File: config.mk
export PLATFORM = sky130hd
export DESIGN_NAME = matrix_ring_counter
export DESIGN_NICKNAME = d
export VERILOG_FILES = /design/src/rtl/matrix_ring_counter.sv
export SDC_FILE = /design/constraint.sdc
export NUM_CORES = 1
export LEC_CHECK = 0
export ABC_CLOCK_PERIOD_IN_PS = 2950
export CORE_ASPECT_RATIO = 1.1
export CORE_MARGIN = 1.5
export CORE_UTILIZATION = 40
export CTS_CLUSTER_SIZE = 10
export DETAILED_ROUTE_END_ITERATION = 10
export PLACE_DENSITY_LB_ADDON = 0.08
export SETUP_SLACK_MARGIN = 0.5
export SYNTH_ARGS = -nofsm -noshare
export SYNTH_HDL_FRONTEND = slang
export SYNTH_SLANG_ARGS = --single-unit
File: constraint.sdc
create_clock -name clock -period 2.95 [get_ports clock]
set_input_delay 0.7375 -clock clock [delete_from_list [all_inputs] [get_ports clock]]
set_output_delay 0.7375 -clock clock [all_outputs]
set_load 0.05 [all_outputs]
File: src/rtl/matrix_ring_counter.sv
// matrix_ring_counter
// Column-group scanner for a multiplexed LED matrix. A prescaler divides the
// clock down to one column step every DIVIDER enabled cycles; a one-hot ring
// selects the active column group; a blank counter keeps the row drivers off
// for BLANK_CYCLES enabled cycles after each step so ghosting from the previous
// column has time to decay. Dropping enable freezes the scan and blanks the
// display.
//
// The ring register is the scanner's only state machine; its state is exposed
// directly on ring_counter. The output is masked so that a corrupted
// (non-one-hot) register never reaches the column decoder with more than one
// bit set. The corrupted value is replaced by the first column on the next edge.

module matrix_ring_counter #(
    parameter int DIVIDER      = 50000,
    parameter int BLANK_CYCLES = 4
) (
    input  logic       clock,
    input  logic       reset,
    input  logic       enable,
    output logic [2:0] ring_counter,
    output logic       blank,
    output logic       step,
    output logic       frame_start
);

    // ------------------------------------------------------------------
    // Widths and constants
    // ------------------------------------------------------------------
    localparam int CW = (DIVIDER > 1) ? $clog2(DIVIDER) : 1;
    localparam int BW = (BLANK_CYCLES > 0) ? $clog2(BLANK_CYCLES + 1) : 1;

    localparam logic [CW-1:0] COUNT_LAST = CW'(DIVIDER - 1);
    localparam logic [BW-1:0] BLANK_LOAD = BW'(BLANK_CYCLES);

    // Ring states: one column group per bit, rotated left.
    localparam logic [2:0] RING_COL0 = 3'b001;
    localparam logic [2:0] RING_COL1 = 3'b010;
    localparam logic [2:0] RING_COL2 = 3'b100;

    // Reject parameter values that the counters cannot represent.
    if (DIVIDER < 2 || DIVIDER > (1 << 20)) begin : g_bad_divider
        $error("matrix_ring_counter: DIVIDER out of range 2..2^20");
    end
    if (BLANK_CYCLES < 0 || BLANK_CYCLES > DIVIDER - 1) begin : g_bad_blank
        $error("matrix_ring_counter: BLANK_CYCLES out of range 0..DIVIDER-1");
    end

    // ------------------------------------------------------------------
    // State
    // ------------------------------------------------------------------
    logic [CW-1:0] count_q;
    logic [2:0]    ring_q;
    logic [BW-1:0] blank_cnt_q;
    logic          step_q;
    logic          frame_q;

    logic          ring_legal;
    logic          count_wrap;
    logic          rotate;
    logic [2:0]    ring_next;

    // Exactly one of the three legal one-hot codes.
    assign ring_legal = (ring_q == RING_COL0) ||
                        (ring_q == RING_COL1) ||
                        (ring_q == RING_COL2);

    assign count_wrap = (count_q == COUNT_LAST);

    // A column step happens only on an enabled wrap of a healthy ring; a
    // corrupted ring is repaired instead, and that repair is not a step.
    assign rotate = enable && count_wrap && ring_legal;

    // Rotate-left successor of the current column group.
    always_comb begin
        ring_next = RING_COL0;
        case (ring_q)
            RING_COL0: ring_next = RING_COL1;
            RING_COL1: ring_next = RING_COL2;
            RING_COL2: ring_next = RING_COL0;
            default:   ring_next = RING_COL0;
        endcase
    end

    // Prescaler: counts enabled cycles modulo DIVIDER, holds while disabled.
    always_ff @(posedge clock) begin
        if (reset) begin
            count_q <= '0;
        end else if (enable) begin
            if (count_wrap) begin
                count_q <= '0;
            end else begin
                count_q <= count_q + 1'b1;
            end
        end
    end

    // Column ring: repair corruption on any edge, otherwise rotate on a step.
    always_ff @(posedge clock) begin
        if (reset) begin
            ring_q <= RING_COL0;
        end else if (!ring_legal) begin
            ring_q <= RING_COL0;
        end else if (rotate) begin
            ring_q <= ring_next;
        end
    end

    // Blank counter: reload on every step (even mid-window), else run down.
    always_ff @(posedge clock) begin
        if (reset) begin
            blank_cnt_q <= BLANK_LOAD;
        end else if (rotate) begin
            blank_cnt_q <= BLANK_LOAD;
        end else if (enable && (blank_cnt_q != '0)) begin
            blank_cnt_q <= blank_cnt_q - 1'b1;
        end
    end

    // Step and frame pulses, registered alongside the ring they announce.
    always_ff @(posedge clock) begin
        if (reset) begin
            step_q  <= 1'b0;
            frame_q <= 1'b0;
        end else begin
            step_q  <= rotate;
            frame_q <= rotate && (ring_next == RING_COL0);
        end
    end

    // ------------------------------------------------------------------
    // Outputs
    // ------------------------------------------------------------------
    assign ring_counter = ring_legal ? ring_q : 3'b000;
    assign blank        = (blank_cnt_q != '0) || !enable;
    assign step         = step_q;
    assign frame_start  = frame_q;

endmodule

==> results of run 1 <==
cell usage in the layout (no fill, tap or decap), types with 3 or more instances in the layout:
cell                              instances
sky130_fd_sc_hd__nand3_1                  5
sky130_fd_sc_hd__clkdlybuf4s50_1          3
sky130_fd_sc_hd__dlygate4sd2_1            3
sky130_fd_sc_hd__ha_1                     3
sky130_fd_sc_hd__clkbuf_4                 3
sky130_fd_sc_hd__nand2_1                  4
sky130_fd_sc_hd__inv_1                    6
sky130_fd_sc_hd__nand2b_1                 4
sky130_fd_sc_hd__xnor2_1                 10
sky130_fd_sc_hd__nand3b_1                 3
sky130_fd_sc_hd__dfxtp_1                 24
sky130_fd_sc_hd__nand4_1                  6
sky130_fd_sc_hd__nor2_1                  19
sky130_fd_sc_hd__nor3_1                   6
sky130_fd_sc_hd__a21oi_1                  4
sky130_fd_sc_hd__xor2_1                   5
power by group:
| group | internal [mW] | total [mW] | switching (mW) |
|---|---|---|---|
| logic | 0.0242 | 0.0536 | 0.0294 |
| registers | 0.333 | 0.340 | 0.00702 |
| clock network | 0.0477 | 0.141 | 0.0937 |
| total | 0.405 | 0.535 | 0.130 |
flip-flops by register name, summed over array words and instances (netlist names):
| name | count |
|---|---|
| ring_q | 3 |
| blank_cnt_q | 3 |
| count_q | 16 |
| step | 1 |
| frame_start | 1 |
final timing paths:
path | endpoint | cells past startpoint
worst min-delay path | blank_cnt_q[2]$_SDFFE_PP1P_ | 1
worst max-delay path | ring_counter[2] | 2
worst max register to register | ring_q[1]$_SDFFE_PP0P_ | 5
worst min register to register | blank_cnt_q[2]$_SDFFE_PP1P_ | 1
cell type report:
| class | count | area, um2 |
|---|---|---|
| multi-input cells | 93 | 649 |
| fillers | 296 | 1440 |
| repair buffers | 10 | 96.3 |
| inverters | 6 | 22.5 |
| clock buffers | 3 | 22.5 |
| well taps | 33 | 41.3 |
| flip-flops and latches | 24 | 480 |
metal layers:
layer / GRT usage / vias to the layer above / part of all wire
li1: - / 462 / -
met1: 0.221 / 423 / 0.53
met2: 0.241 / 6 / 0.44
met3: 0.0227 / 2 / 0.021
met4: 0.0643 / 0 / 0.0047
met5: 0 / - / 0
Yosys cell counts, types with 2 or more instances:
| library cell | n |
|---|---|
| sky130_fd_sc_hd__inv_1 | 6 |
| sky130_fd_sc_hd__xnor2_1 | 10 |
| sky130_fd_sc_hd__nand4_1 | 6 |
| sky130_fd_sc_hd__nor2_1 | 19 |
| sky130_fd_sc_hd__nand2_1 | 4 |
| sky130_fd_sc_hd__a21oi_1 | 4 |
| sky130_fd_sc_hd__nor4_1 | 2 |
| sky130_fd_sc_hd__nand3_1 | 5 |
| sky130_fd_sc_hd__nor3_1 | 6 |
| sky130_fd_sc_hd__nand2b_1 | 4 |
| sky130_fd_sc_hd__o21bai_1 | 2 |
| sky130_fd_sc_hd__and4bb_1 | 2 |
| sky130_fd_sc_hd__buf_2 | 2 |
| sky130_fd_sc_hd__nor3b_1 | 2 |
| sky130_fd_sc_hd__and4_2 | 2 |
| sky130_fd_sc_hd__ha_1 | 3 |
| sky130_fd_sc_hd__mux2_1 | 2 |
| sky130_fd_sc_hd__xor2_1 | 5 |
| sky130_fd_sc_hd__dfxtp_1 | 24 |
| sky130_fd_sc_hd__nand3b_1 | 3 |
metrics by stage:
step | power [mW] | area [um2] | hold WS [ns] | util
2_1_floorplan | 0.383 | 1160 | 0.465 | -
3_3_place_gp | 0.399 | 1300 | 0.476 | 0.472
3_5_place_dp | 0.401 | 1300 | 0.486 | 0.472
4_1_cts | 0.542 | 1320 | 0.519 | 0.478
5_1_grt | 0.561 | 1310 | 0.546 | 0.477
6_report | 0.535 | 1310 | 0.518 | 0.477
cells by family (layout without fill, tap and decap cells):
logic type | Yosys count | after routing
mux | 3 | 3
flops | 24 | 24
xor+xnor | 15 | 15
buf+inv | 8 | 19
simple gates | 61 | 61
fa+ha+maj | 3 | 3
compound gates | 11 | 11
==> reports/summary.txt, run 1 <==
====================================================================================
Outcome                                                                    completed
Cell type group with the largest total delay on the critical path         flip-flops
Deepest level of the CTS H-tree                                                    1
Reported leakage power                                                      0.460 nW
Startpoint of the worst setup timing path                               ring_q[2]$_SDFFE_PP0P_
Share of post-route cells with drive strength above 1                          0.103
EDFF count, synth                                                                  0
Adder and majority cell fraction of the synthesized area                      0.0323
Crit path launch type                                                      flip-flop
Setup total negative slack                                                      0 ns
Horiz. Die Dim                                                               54.4 um
Clk pin slew, worst setup/hold paths                                         0.12 ns
Effective utilization at floorplan                                             0.422
Diodes inserted                                                                    0
Filler-free cell count of the finished design                                    169
CP Data Required Time                                                        2.21 ns
First-pass GRT wire length                                                   3800 um
Netlist area before placement                                            0.00116 mm2
Total vias in the final route                                                    893
Post-detailed-route via-to-cell ratio                                           5.28
Final nets                                                                       144
Total number of clock tree sinks                                                  24
Post-synthesis sequential area ratio                                           0.413
Post-synthesis mux area share                                                 0.0280
Parity-gate share of the synthesized area counting xor and xnor cells          0.113
Total iterations of the first detailed-routing run                                 4
Start point of the worst hold path                                      blank_cnt_q[2]$_SDFFE_PP1P_
Clk_lat worst skew                                                           0.31 ns
Max Clock Skew                                                            0.00531 ns
Max-slew violation count                                                           0
Cell chosen for the clock root                                          sky130_fd_sc_hd__clkbuf_4
Worst Tran Pin Value                                                        0.490 ns
Count of nets left with antenna violations after detail routing                    0
Number of buffers between clock root and the deepest sink                          2
HPWL after detailed placement                                                1570 um
Final Hold Fails                                                                   0
Setup repair after global routing missed its margin                            false
Critical Path Sink Type                                                 primary output
Combinational family with the most area after synthesis                 simple AND/OR/NAND/NOR gates
Post-synthesis cell type with the largest combined area                 sky130_fd_sc_hd__dfxtp_1
Detailed Route WL                                                            2120 um
Largest net degree at the start of global routing                                 16
Average cell area after synthesis                                           9.30 um2
Highest achievable clock rate                                                436 MHz
Total power per unit cell area                                            408 mW/mm2
Crit-path max FO                                                                   6
Combined global-route utilization of all metal layers                          0.158
CTS tree                                                                        done
Area fraction in compound gates after synthesis                               0.0657
Resize count post-CTS                                                              4
Flop-to-flop setup slack                                                     1.26 ns
Kind of critical path                                                   flip-flop to primary output
Antenna violations before repair                                                   0
Number of buffers added to fix hold violations after cts                           0
Post-detailed-route wirelength per cell                                      12.5 um
Drc violations                                                                     0
Critical register-to-register path startpoint                           count_q[0]$_SDFFE_PP0P_
Core Box Area                                                            0.00275 mm2
Flip-flop cell with the highest count after synthesis                   sky130_fd_sc_hd__dfxtp_1
Final Setup Violations                                                             0
Max-Cap Viols                                                                      0
Gate count of the mapped netlist                                                 125
Largest cells by area after synthesis                                   sky130_fd_sc_hd__dfxtp_1 41%, sky130_fd_sc_hd__xnor2_1 7.5%, sky130_fd_sc_hd__nor2_1 6.1%, sky130_fd_sc_hd__xor2_1 3.8%, sky130_fd_sc_hd__ha_1 3.2%
Class of the tightest hold or removal check                             flip-flop to flip-flop
Post-route minimum period                                                    2.29 ns
Maximum ir drop on the vdd rail                                           0.000228 V
Crit share post-route                                                          0.777
Number of port buffers                                                             8
Setup repair bufs after CTS                                                        0
Num ports                                                                          9
Placement Setup Slack                                                       0.460 ns
Vert. Die Dim                                                                59.5 um
Number of buffers and inverters on the critical path                               1
Total Die Area                                                           0.00324 mm2
Routability Congestion                                                         0.819
Placed cell count                                                                166
Min setup slack post-route                                                  0.657 ns
Simple-Gate Fraction of Synth Area                                             0.320
GR Overflow Total                                                                  0
Post-Synthesis Net Count                                                         131
Slowest library cell on the worst path                                  sky130_fd_sc_hd__dfxtp_1
Relative area change from synthesis to final layout                            12.9%
Worst stage delay on the critical path                                       0.45 ns
FFs w/ async S/R, synth                                                            0
Relative slew slack                                                            0.673
Number of core rows                                                               20
Worst Path Arrival                                                           1.56 ns
Portion of synthesized cell area occupied by the leading cell type             0.413
Number of warnings issued by yosys                                                 0
Flip-flop and latch count after synthesis                                         24
Number of distinct library cells after synthesis                                  32
Vias in the first global route                                                   867
Number of clock buffers inserted by TritonCTS                                      3
Detailed router's first-iteration violation count                                 20
Cell Chain, Critical Path                                               nor3b_1 -> clkbuf_2
====================================================================================
No activity file was read; power rests on OpenSTA's default activity.
==> run 2, diff against run 1 <==
Settings changed: ABC_CLOCK_PERIOD_IN_PS 2950 to 1850.
Clock period 2.95 ns to 1.85 ns, I/O delays scaled along.
==> reports/summary.txt, run 2 (synthesis results as in run 1) <==
================================================================================
Post-detailed-route wirelength per cell                                  13.2 um
Diodes inserted                                                                0
Total power per unit cell area                                        515 mW/mm2
Clk_lat worst skew                                                       0.30 ns
Top register by number of flip-flops                                     count_q
Number of flip-flops in the largest register                                  16
Setup repair after global routing missed its margin                         true
Total number of clock tree sinks                                              24
Relative area change from synthesis to final layout                        50.5%
Critical register-to-register path startpoint                       count_q[0]$_SDFFE_PP0P_
HPWL after detailed placement                                            1580 um
Final nets                                                                   163
Core Box Area                                                        0.00275 mm2
Kind of critical path                                               flip-flop to primary output
GR Overflow Total                                                              0
Total Die Area                                                       0.00324 mm2
Highest achievable clock rate                                            623 MHz
R2R cell count                                                                 6
Final core utilization                                                     0.635
Num ports                                                                      9
Number of clock buffers inserted by TritonCTS                                  3
Drc violations                                                                 0
Reg2Reg Capture Point                                               count_q[5]$_SDFFE_PP0P_
Stages on the worst setup path                                                 4
Number of port buffers                                                         8
Clk pin slew, worst setup/hold paths                                     0.13 ns
Number of core rows                                                           20
Number of buffers added to fix hold violations after cts                       0
Filler cell count                                                            239
Cell Chain, Critical Path                                           inv_2 -> ha_4 -> nand3b_1 -> buf_12
Post-Route Hold Slack                                                   0.502 ns
Outcome                                                                completed
Filler-free cell count of the finished design                                189
Horiz. Die Dim                                                           54.4 um
Detailed router's first-iteration violation count                             14
Worst Tran Pin Value                                                    0.295 ns
Number of buffers between clock root and the deepest sink                      2
Cell chosen for the clock root                                      sky130_fd_sc_hd__clkbuf_4
Crit-path max FO                                                               2
Start point of the worst hold path                                  ring_q[0]$_SDFFE_PP1P_
Routability Congestion                                                     0.891
CTS tree                                                                    done
Combined global-route utilization of all metal layers                      0.178
Crit share post-route                                                      0.868
Sequential cell area                                                     522 um2
Final Setup Violations                                                         0
Vert. Die Dim                                                            59.5 um
Deepest level of the CTS H-tree                                                1
Critical Path Sink                                                         blank
Largest net degree at the start of global routing                             14
Share of post-route cells with drive strength above 1                      0.551
Antenna violations before repair                                               0
Reported leakage power                                                  0.618 nW
Placed cell count                                                            169
Total vias in the final route                                                968
Max-Cap Viols                                                                  0
Final Hold Fails                                                               0
Vias in the first global route                                               961
Slowest library cell on the worst path                              sky130_fd_sc_hd__dfxtp_2
Most frequent cells in the layout                                   19 x sky130_fd_sc_hd__buf_4, 10 x sky130_fd_sc_hd__xnor2_1, 9 x sky130_fd_sc_hd__dfxtp_2, 8 x sky130_fd_sc_hd__dfxtp_4
Post-route minimum period                                                1.61 ns
Crit path launch type                                                  flip-flop
Cell type group with the largest total delay on the critical path     flip-flops
Setup total negative slack                                                  0 ns
Maximum ir drop on the vdd rail                                       0.000401 V
Count of nets left with antenna violations after detail routing                0
Class of the tightest hold or removal check                         flip-flop to flip-flop
Max Clock Skew                                                        0.00131 ns
Multi-input gate area in the final layout                                860 um2
Relative slew slack                                                        0.803
Worst stage delay on the critical path                                   0.35 ns
Total iterations of the first detailed-routing run                             4
Startpoint of the worst setup timing path                           blank_cnt_q[1]$_SDFFE_PP0P_
Number of buffers and inverters on the critical path                           2
Critical Path Sink Type                                             primary output
Max-slew violation count                                                       0
Leading registers by flop count                                     count_q (16), blank_cnt_q (3), ring_q (3)
First-pass GRT wire length                                               4210 um
Worst Path Arrival                                                       1.14 ns
Post-detailed-route via-to-cell ratio                                       5.12
Leading cell type in the layout, fill and taps excluded             sky130_fd_sc_hd__buf_4
CP Data Required Time                                                    1.39 ns
Detailed Route WL                                                        2490 um
Effective utilization at floorplan                                         0.422
Flop-to-flop setup slack                                                 0.38 ns
================================================================================
==> run 2: cell types whose count changed in the layout (fill, tap and decap cells not counted), sizes merged <==
cell,delta
buf,+23
clkdlybuf4s15,+1
clkdlybuf4s50,-2
dlygate4sd2,-3
nand2b,+1
==> run 2: stage by stage <==
stage	instance area, um2	setup slack (ns)	power, mW
4_1_cts	1630	0.221	0.906
6_report	1750	0.244	0.902
3_3_place_gp	1430	-0.117	0.641
3_5_place_dp	1430	-0.153	0.643
5_1_grt	1750	0.161	0.961
2_1_floorplan	1260	0.406	0.616
==> run 2: timing repair <==
| item | 4_1_cts | 5_1_grt |
|---|---|---|
| resized for setup | 30 | 27 |
| buffers inserted | 12 | 3 |
| cloned | 1 | 0 |
| pin swaps | 13 | 16 |
| endpoints found under the setup margin | 27 | 27 |
==> run 2: worst min path at each step <==
stage,depth (start not counted),to,slack [ns]
final,1,ring_q[2]$_SDFFE_PP0P_,0.50
after detailed placement,1,blank_cnt_q[2]$_SDFFE_PP1P_,0.49
after CTS,1,ring_q[2]$_SDFFE_PP0P_,0.50
after global routing,1,ring_q[2]$_SDFFE_PP0P_,0.52
after floorplan,1,blank_cnt_q[2]$_SDFFE_PP1P_,0.46
after global placement,1,blank_cnt_q[2]$_SDFFE_PP1P_,0.48
==> run 2: area by class of cell <==
type,instances,area share
clock buffer,4,0.0150
tap,33,0.0236
inverter,6,0.0129
sequential,24,0.298
multi-input combinational,94,0.491
timing repair buffer,28,0.159
==> run 2: worst register-to-register path: stages (launching register included) <==
cell	delay, ns
sky130_fd_sc_hd__dfxtp_4	0.40
sky130_fd_sc_hd__ha_4	0.15
sky130_fd_sc_hd__and4_4	0.24
sky130_fd_sc_hd__nand4_4	0.16
sky130_fd_sc_hd__buf_6	0.18
sky130_fd_sc_hd__nand2b_4	0.19
sky130_fd_sc_hd__nor2_1	0.06
==> run 2: report_power, final <==
| part | switching [mW] | internal, mW |
|---|---|---|
| sequential | 0.0131 | 0.524 |
| clock | 0.149 | 0.0840 |
| combinational | 0.0625 | 0.0687 |
==> run 2: layer usage <==
layer / part of all wire / track usage / wire, um
met1: 0.48 / 0.235 / 1190
met3: 0.021 / 0.0227 / 53
met4: 0.0064 / 0.0643 / 16
met2: 0.50 / 0.291 / 1240
met5: 0 / 0 / 0
==> run 3, diff against run 2 <==
Settings changed: ABC_CLOCK_PERIOD_IN_PS 1850 to unset, CORE_MARGIN 1.5 to 2, CORE_UTILIZATION 40 to 50.
==> reports/summary.txt, run 3 (synthesis results as in run 1) <==
==============================================================================
Count of nets left with antenna violations after detail routing              0
Number of core rows                                                         18
Cell chosen for the clock root                                    sky130_fd_sc_hd__clkbuf_4
Total number of clock tree sinks                                            24
Total power consumption of the routed design                           1.05 mW
Largest net degree at the start of global routing                           16
Cell Chain, Critical Path                                         nor3b_4 -> buf_12
Drc violations                                                               0
First-pass GRT wire length                                             4020 um
Maximum ir drop on the vdd rail                                     0.000713 V
Number of port buffers                                                       8
Critical Path Sink Type                                           primary output
Slowest library cell on the worst path                            sky130_fd_sc_hd__dfxtp_4
Final nets                                                                 170
Setup total negative slack                                                0 ns
Core Box Area                                                      0.00223 mm2
Relative slew slack                                                      0.807
Num ports                                                                    9
Total iterations of the first detailed-routing run                           4
Leading cell type in the layout, fill and taps excluded           sky130_fd_sc_hd__buf_4
Total power per unit cell area                                      587 mW/mm2
Worst stage delay on the critical path                                 0.40 ns
Post-detailed-route wirelength per cell                                15.3 um
Horiz. Die Dim                                                         50.0 um
Detailed router's first-iteration violation count                           11
CP Data Required Time                                                  1.39 ns
Post-route minimum period                                              1.61 ns
Setup repair after global routing missed its margin                       true
Filler cell count                                                          134
Leading registers by flop count                                   count_q (16), blank_cnt_q (3), ring_q (3)
Relative area change from synthesis to final layout                      54.7%
Placed cell areas                                                  0.00143 mm2
Final Setup Violations                                                       0
Routability Congestion                                                   0.819
Reported leakage power                                                0.667 nW
Detailed Route WL                                                      2950 um
Number of buffers added to fix hold violations after cts                     0
Outcome                                                              completed
Combined global-route utilization of all metal layers                    0.196
Clk_lat worst skew                                                     0.32 ns
Number of clock buffers inserted by TritonCTS                                3
Worst Path Arrival                                                     1.14 ns
Worst Tran Pin Value                                                  0.287 ns
Top register by number of flip-flops                                   count_q
Crit path launch type                                                flip-flop
Number of flip-flops in the largest register                                16
Total vias in the final route                                             1072
Filler-free cell count of the finished design                              193
Vert. Die Dim                                                          54.6 um
HPWL after detailed placement                                          1540 um
CTS tree                                                                  done
Final Hold Fails                                                             0
Deepest level of the CTS H-tree                                              1
Effective utilization at floorplan                                       0.521
Sequential cell area                                                   528 um2
Most frequent cells in the layout                                 26 x sky130_fd_sc_hd__buf_4, 13 x sky130_fd_sc_hd__nor2_1, 10 x sky130_fd_sc_hd__xnor2_1, 10 x sky130_fd_sc_hd__dfxtp_4, 8 x sky130_fd_sc_hd__dfxtp_2
Vias in the first global route                                             905
Share of post-route cells with drive strength above 1                    0.558
Max-Cap Viols                                                                0
Placed cell count                                                          166
Antenna violations before repair                                             0
Class of the tightest hold or removal check                       flip-flop to flip-flop
Total Die Area                                                     0.00273 mm2
Highest achievable clock rate                                          622 MHz
Kind of critical path                                             flip-flop to primary output
Crit-path max FO                                                             4
GR Overflow Total                                                            0
Post-detailed-route via-to-cell ratio                                     5.55
Post-route cell area                                               0.00180 mm2
Diodes inserted                                                              0
Number of buffers between clock root and the deepest sink                    2
Max Clock Skew                                                      0.00707 ns
Multi-input gate area in the final layout                              825 um2
Clk pin slew, worst setup/hold paths                                   0.14 ns
Max-slew violation count                                                     0
Crit share post-route                                                    0.869
==============================================================================
run 3: changes by cell type in the layout (fill, tap and decap cells not counted), sizes merged:
cell    delta
buf        +7
bufinv     +1
clkbuf     -1
run 3: layout make-up:
| type | instances | area share |
|---|---|---|
| multi-input combinational | 94 | 0.459 |
| tap | 30 | 0.0209 |
| sequential | 24 | 0.294 |
| inverter | 6 | 0.0139 |
| clock buffer | 3 | 0.0125 |
| clock inverter | 1 | 0.0167 |
| timing repair buffer | 35 | 0.184 |
run 3: worst paths after layout:
| check | start | cells after the start | slack (ns) | to |
|---|---|---|---|---|
| setup reg to reg | count_q[1]$_SDFFE_PP0P_ | 6 | 0.39 | count_q[14]$_SDFFE_PP0P_ |
| setup / recovery | ring_q[0]$_SDFFE_PP1P_ | 2 | 0.24 | ring_counter[2] |
| hold reg to reg | blank_cnt_q[2]$_SDFFE_PP1P_ | 1 | 0.52 | blank_cnt_q[2]$_SDFFE_PP1P_ |
| hold / removal | blank_cnt_q[2]$_SDFFE_PP1P_ | 1 | 0.52 | blank_cnt_q[2]$_SDFFE_PP1P_ |
run 3: worst max-delay path: cells and delay by family, from the launching register on:
family / cells / cell delay (ns)
buf+inv: 1 / 0.17
flops: 1 / 0.40
simple gates: 1 / 0.27
run 3: per-layer routing:
layer | up-vias | wire length, um | track usage | part of all wire
li1 | 523 | - | - | -
met5 | - | 0 | 0 | 0
met1 | 527 | 1340 | 0.249 | 0.46
met2 | 20 | 1510 | 0.349 | 0.51
met3 | 2 | 78 | 0.0246 | 0.026
met4 | 0 | 20 | 0.0694 | 0.0068
run 3: timing repair:
item / CTS / global route
gates resized for setup: 29 / 24
cloned: 0 / 1
setup endpoints to repair: 27 / 25
pin swaps: 9 / 16
buffers inserted: 12 / 10
run 3: power by group:
group          switching, mW  total (mW)  leakage, nW  internal [mW]
logic                 0.0596       0.133        0.434         0.0736
clock network          0.166       0.385       0.0279          0.219
registers             0.0152       0.536        0.205          0.521
total                  0.241        1.05        0.667          0.814
run 3: stage by stage:
step	hold WS [ns]	utilization	setup WS, ns
5_1_grt	0.563	0.806	0.183
4_1_cts	0.515	0.730	0.234
2_1_floorplan	0.465	-	0.406
3_3_place_gp	0.479	0.640	-0.105
6_report	0.516	0.806	0.243
3_5_place_dp	0.487	0.640	-0.115
